--- src/rtl/mux_pkg.sv ---
// mux_pkg: shared defaults, packet-lock state type and round-robin search helper for mux_rr_stream.
package mux_pkg;
  localparam int N_DEF = 4;
  localparam int WIDTH_DEF = 8;
  typedef enum logic {IDLE, LOCKED} lock_state_t;
  // Returns {found, idx}: first set req bit at or above ptr, wrapping modulo n (n <= 16, ptr < n).
  function automatic logic [4:0] rr_next(input logic [3:0] ptr, input logic [15:0] req, input int n);
    logic [4:0] r;
    int j;
    r = '0;
    for (int k = 15; k >= 0; k--) begin
      j = int'(ptr) + k;
      if (j >= n) j -= n;
      if (k < n && req[j[3:0]]) r = {1'b1, j[3:0]};
    end
    return r;
  endfunction
endpackage

--- src/rtl/rr_arbiter.sv ---
// rr_arbiter: combinational round-robin / forced-channel grant selection.
module rr_arbiter
  import mux_pkg::*;
#(
  parameter int N = N_DEF,
  localparam int SELW = $clog2(N)
) (
  input  logic [N-1:0]    req,
  input  logic [SELW-1:0] ptr,
  input  logic            force_en,
  input  logic [SELW-1:0] force_sel,
  output logic            gnt_valid,
  output logic [SELW-1:0] gnt_idx
);
  logic [4:0] rr;
  logic force_ok;
  assign rr = rr_next(4'(ptr), 16'(req), N);
  always_comb begin
    force_ok = (int'(force_sel) < N) ? req[force_sel] : 1'b0;
    gnt_valid = force_en ? force_ok : rr[4];
    gnt_idx = force_en ? force_sel : SELW'(rr[3:0]);
  end
endmodule

--- src/rtl/mux_rr_stream.sv ---
// mux_rr_stream: N-channel round-robin/forced stream mux with a one-beat registered output.
// Define MUX_RR_PKT_EN to hold the grant on one channel until its in_last beat.
module mux_rr_stream
  import mux_pkg::*;
#(
  parameter int N = N_DEF,
  parameter int WIDTH = WIDTH_DEF,
  parameter int SELW = $clog2(N)
) (
  input  logic              clk,
  input  logic              rst,
  input  logic [N*WIDTH-1:0] in_data,
  input  logic [N-1:0]      in_valid,
  output logic [N-1:0]      in_ready,
  input  logic [N-1:0]      in_last,
  input  logic              force_en,
  input  logic [SELW-1:0]   force_sel,
  output logic [WIDTH-1:0]  out_data,
  output logic              out_valid,
  output logic [SELW-1:0]   out_sel,
  output logic              out_last,
  input  logic              out_ready
);
  logic [WIDTH-1:0] out_data_q, out_data_d;
  logic out_valid_q, out_valid_d, out_last_q, out_last_d;
  logic [SELW-1:0] out_sel_q, out_sel_d, ptr_q, ptr_d;
  logic arb_force_en, gnt_valid, load, xfer;
  logic [SELW-1:0] arb_force_sel, gnt_idx, nxt;
`ifdef MUX_RR_PKT_EN
  lock_state_t lock_q, lock_d;
  logic [SELW-1:0] lk_q, lk_d;
  logic glast;
  // While locked, the arbiter is pinned to the lock channel via its forced path.
  assign arb_force_en = (lock_q == LOCKED) ? 1'b1 : force_en;
  assign arb_force_sel = (lock_q == LOCKED) ? lk_q : force_sel;
`else
  logic unused_last;
  assign unused_last = ^in_last;
  assign arb_force_en = force_en;
  assign arb_force_sel = force_sel;
`endif
  rr_arbiter #(.N(N)) u_arb (
    .req(in_valid),
    .ptr(ptr_q),
    .force_en(arb_force_en),
    .force_sel(arb_force_sel),
    .gnt_valid(gnt_valid),
    .gnt_idx(gnt_idx)
  );
  assign in_ready = xfer ? N'(1) << gnt_idx : '0;
  assign out_data = out_data_q;
  assign out_valid = out_valid_q;
  assign out_sel = out_sel_q;
  assign out_last = out_last_q;
  always_comb begin
    load = !out_valid_q || out_ready;
    xfer = gnt_valid && load && !rst;
    nxt = (gnt_idx == SELW'(N - 1)) ? '0 : gnt_idx + 1'b1;
    out_data_d = xfer ? in_data[gnt_idx*WIDTH +: WIDTH] : out_data_q;
    out_sel_d = xfer ? gnt_idx : out_sel_q;
    out_valid_d = xfer || (out_valid_q && !out_ready);
`ifdef MUX_RR_PKT_EN
    glast = in_last[gnt_idx];
    out_last_d = xfer ? glast : out_last_q;
    ptr_d = ptr_q;
    lock_d = lock_q;
    lk_d = lk_q;
    if (xfer && lock_q == LOCKED) begin
      lock_d = glast ? IDLE : LOCKED;
      ptr_d = glast ? nxt : ptr_q;
    end else if (xfer) begin
      ptr_d = force_en ? ptr_q : nxt;
      lock_d = glast ? IDLE : LOCKED;
      lk_d = glast ? lk_q : gnt_idx;
    end
`else
    out_last_d = 1'b0;
    ptr_d = (xfer && !force_en) ? nxt : ptr_q;
`endif
  end
  always_ff @(posedge clk) begin
    if (rst) begin
      out_data_q <= '0;
      out_valid_q <= 1'b0;
      out_sel_q <= '0;
      out_last_q <= 1'b0;
      ptr_q <= '0;
`ifdef MUX_RR_PKT_EN
      lock_q <= IDLE;
      lk_q <= '0;
`endif
    end else begin
      out_data_q <= out_data_d;
      out_valid_q <= out_valid_d;
      out_sel_q <= out_sel_d;
      out_last_q <= out_last_d;
      ptr_q <= ptr_d;
`ifdef MUX_RR_PKT_EN
      lock_q <= lock_d;
      lk_q <= lk_d;
`endif
    end
  end
endmodule

--- config.mk ---
export PLATFORM = sky130hd
export DESIGN_NAME = mux_rr_stream
export DESIGN_NICKNAME = d
export VERILOG_FILES = /design/src/rtl/mux_pkg.sv /design/src/rtl/rr_arbiter.sv /design/src/rtl/mux_rr_stream.sv
export SDC_FILE = /design/constraint.sdc
export NUM_CORES = 1
export LEC_CHECK = 0
export BUFFER_PORTS_ARGS = -buffer_cell sky130_fd_sc_hd__buf_2
export CAP_MARGIN = 20
export CORE_MARGIN = 3
export CORE_UTILIZATION = 35
export CTS_BUF_LIST = sky130_fd_sc_hd__clkbuf_16
export CTS_CLUSTER_SIZE = 28
export DETAILED_ROUTE_END_ITERATION = 8
export GPL_TIMING_DRIVEN = 0
export SYNTH_ARGS = -nofsm -noshare
export SYNTH_HDL_FRONTEND = slang
export SYNTH_HIERARCHICAL = 1
export SYNTH_SLANG_ARGS = --single-unit
--- constraint.sdc ---
create_clock -name clk -period 8.57 [get_ports clk]
set_input_delay 0.4285 -clock clk [delete_from_list [all_inputs] [get_ports clk]]
set_output_delay 0.4285 -clock clk [all_outputs]
set_load 0.1 [all_outputs]
==> run summary <==
Status - completed
GP Congestion - 0.867
Hold Buf Count CTS - 0
Total CTS buffers - 3
Final core occ - 51.2%
Startpoint types - flop
Drt drc - 0
CP max stage delay - 520 ps
Final-report hold violation count - 0
CP most frequent cell - inv_1
Worst setup margin - 4760 ps
Slew Viols, Final - 0
DRT iter0 DRCs - 44
Sequence of cells on the critical path - buf_6 > inv_1 > ha_1 > inv_1 > o21ba_4 > nand2_1 > a21oi_1 > o41ai_2 > buf_6 > inv_1 > ha_1 > and2_1 > buf_2
Fill cells - 346
Worst skew pair latency - 240 ps
Worst path depth - 13
Initial antenna violation count - 0
Hold endpoint - out_sel[1]
Power Dens Cells - 209 nW/um^2
Netlist Area Pre-Place - 1200 um^2
Share of layout cells above drive strength 1 - 41.1%
Register area share after synthesis - 21.7%
Row cnt - 20
Final net count - 248
P_leak - 0.000760 uW
Chip Height - 64.6 um
Worst Skew - 0.816 ps
Largest net degree at the start of global routing - 11
Async set-reset flop share out of synthesis - 0%
Wire length per cell - 13.8 um
Post-synthesis area per instance - 9.10 um^2
Fmax achieved - 262 MHz
Synthesized instance count - 132
Hold Path Class - input port to flop
Dpl ws - 5000 ps
Post-synth top area cell - dfxtp_1
Slew HR - 64.6%
Post-route ant nets - 0
Vias in the first global route - 1159
Reg2reg end - out_data[5]
Die width - 64.6 um
IO buf count - 56
Final wirelength - 3.25 mm
Worst path bufs/invs - 6
Flop-to-flop setup slack - 5280 ps
CP required - 8140 ps
CTS resizes - 0
First-pass DRT Iterations - 4
Postcts setup bufs - 0
H-Tree Depth - 1
Post-synth EDFFs - 0
Crit Path Category - flop to output port
Most area-consuming cells after synthesis - dfxtp_1 (22%), mux4_2 (15%), ha_1 (9.4%)
Synth top cells by count - a21oi_1 (14), dfxtp_1 (13), o21ai_0 (12), nand3_1 (11), ha_1 (9)
Yosys warnings - 6
Most frequent cell after synthesis - a21oi_1
Hpwl dp - 2.64 mm
Initial core utilization - 38.1%
Worst Path Max Fanout - 10
Clock Path Buffers - 2
Tcrit/Tclk final - 44.5%
P&R area growth vs syn - 34.5%
Worst Hold Path Cells - 2
DR vias/cell - 5.12
CP max-delay cell - o41ai_2
Final setup violation count - 0
Max VDD drop - 0.0644 mV
Hold_sp - rst
Syn nets - 187
CTS clk-pin slew, worst paths - 40 ps
IO Pins - 62
Core area - 3150 um^2
Yosys reg bits - 13
Worst R2R Start - ptr_q[0]
First-pass GRT wire length - 5.44 mm
Clk root buf - clkbuf_16
Worst setup EP type - output port
Overall Global Routing Usage - 16.4%
Via count - 1209
Total Power - 338 uW
Grt total ovfl - 0
Max Cap Viol - 0
RSZ-0062 raised after global routing - no
Die ar. - 4170 um^2
Top-area cell type share of the netlist area - 21.7%
Setup_tns - 0 ps
Min Tclk post-route - 3810 ps
Slew @ Worst Pin - 525 ps
Prevailing post-synth register cell - dfxtp_1
Reg2Reg Depth - 12
CTS Sinks - 13
CP arrival - 3390 ps
Diodes inserted - 0
CTS tree - yes
Netlist cell types - 36
Cell family with most CP delay - buffers and inverters
## cell type report
type                            instances  area, um^2  area share [%]
Buffer                                  9        56.3            3.49
Clock buffer                            3        75.1            4.65
Clock inverter                          1        3.75           0.232
Inverter                                7        26.3            1.63
Multi-Input combinational cell        103         858            53.1
Sequential cell                        13         260            16.1
Tap cell                               44        55.1            3.41
Timing Repair Buffer                   56         280            17.4
## per-stage QoR
stage	hold slack (ps)	instance area (um^2)	std cells
final	414	1620	236
after global routing	446	1620	236
after CTS	409	1620	236
after detailed placement	468	1540	232
after global placement	459	1540	232
after floorplan	498	1200	132
## routing by layer
layer | up-vias | track usage (%) | wire length (um)
met1 | 559 | 22.3 | 1440
met5 | - | 0 | 0
met2 | 39 | 27.3 | 1590
met4 | 0 | 4.75 | 35
li1 | 607 | - | -
met3 | 4 | 1.73 | 177
## worst register-to-register path, stage by stage, from the launching register on
cell     delay [ps]
dfxtp_1         430
buf_6           180
inv_1           130
ha_1            430
inv_1           120
o21ba_4         250
nand2_1          80
a21oi_1          80
o41ai_2         520
buf_6           250
mux4_2          540
nand3_1         100
a21oi_1          60
## where the power goes
part | internal [uW] | total, uW | switching (uW)
sequential | 69.1 | 74.8 | 5.71
clock | 61.4 | 85.7 | 24.4
combinational | 57.1 | 178 | 121
total | 188 | 338 | 151
## kinds of logic (layout without fill, tap and decap cells)
logic type | Yosys count | after routing | share of synthesized area [%]
DFF | 13 | 13 | 21.7
adders and majority gates | 9 | 9 | 9.38
buffers and inverters | 16 | 76 | 6.88
AOI/OAI and AO/OA | 36 | 36 | 19.2
and+or+nand+nor | 39 | 39 | 16.9
muxes | 18 | 18 | 25.7
other | 1 | 1 | 0.312
## placed cells by master (no fill, tap or decap), types with 3 or more instances in the layout
cell,n
buf_2,59
a21oi_1,14
dfxtp_1,13
o21ai_0,12
nand3_1,11
ha_1,9
inv_1,8
mux4_2,8
nand2_1,7
mux2i_1,6
nor2_1,5
nor3_1,4
and2_1,4
clkbuf_1,3
clkbuf_16,3
## flip-flops by register name, summed over array words and instances (netlist names)
register,count
out_valid,1
out_data,8
ptr_q,2
out_sel,2
## how the worst max path moves through the flow
| stage | start | endpoint | slack (ps) |
|---|---|---|---|
| 2_1_floorplan | ptr_q[0] | in_ready[1] | 5210 |
| 3_3_place_gp | ptr_q[0] | in_ready[0] | 5020 |
| 3_5_place_dp | ptr_q[0] | in_ready[0] | 5000 |
| 4_1_cts | ptr_q[0] | in_ready[0] | 4720 |
| 5_1_grt | ptr_q[0] | in_ready[0] | 4560 |
| 6_report | ptr_q[0] | in_ready[0] | 4760 |
(Power assumes the default switching activity.)
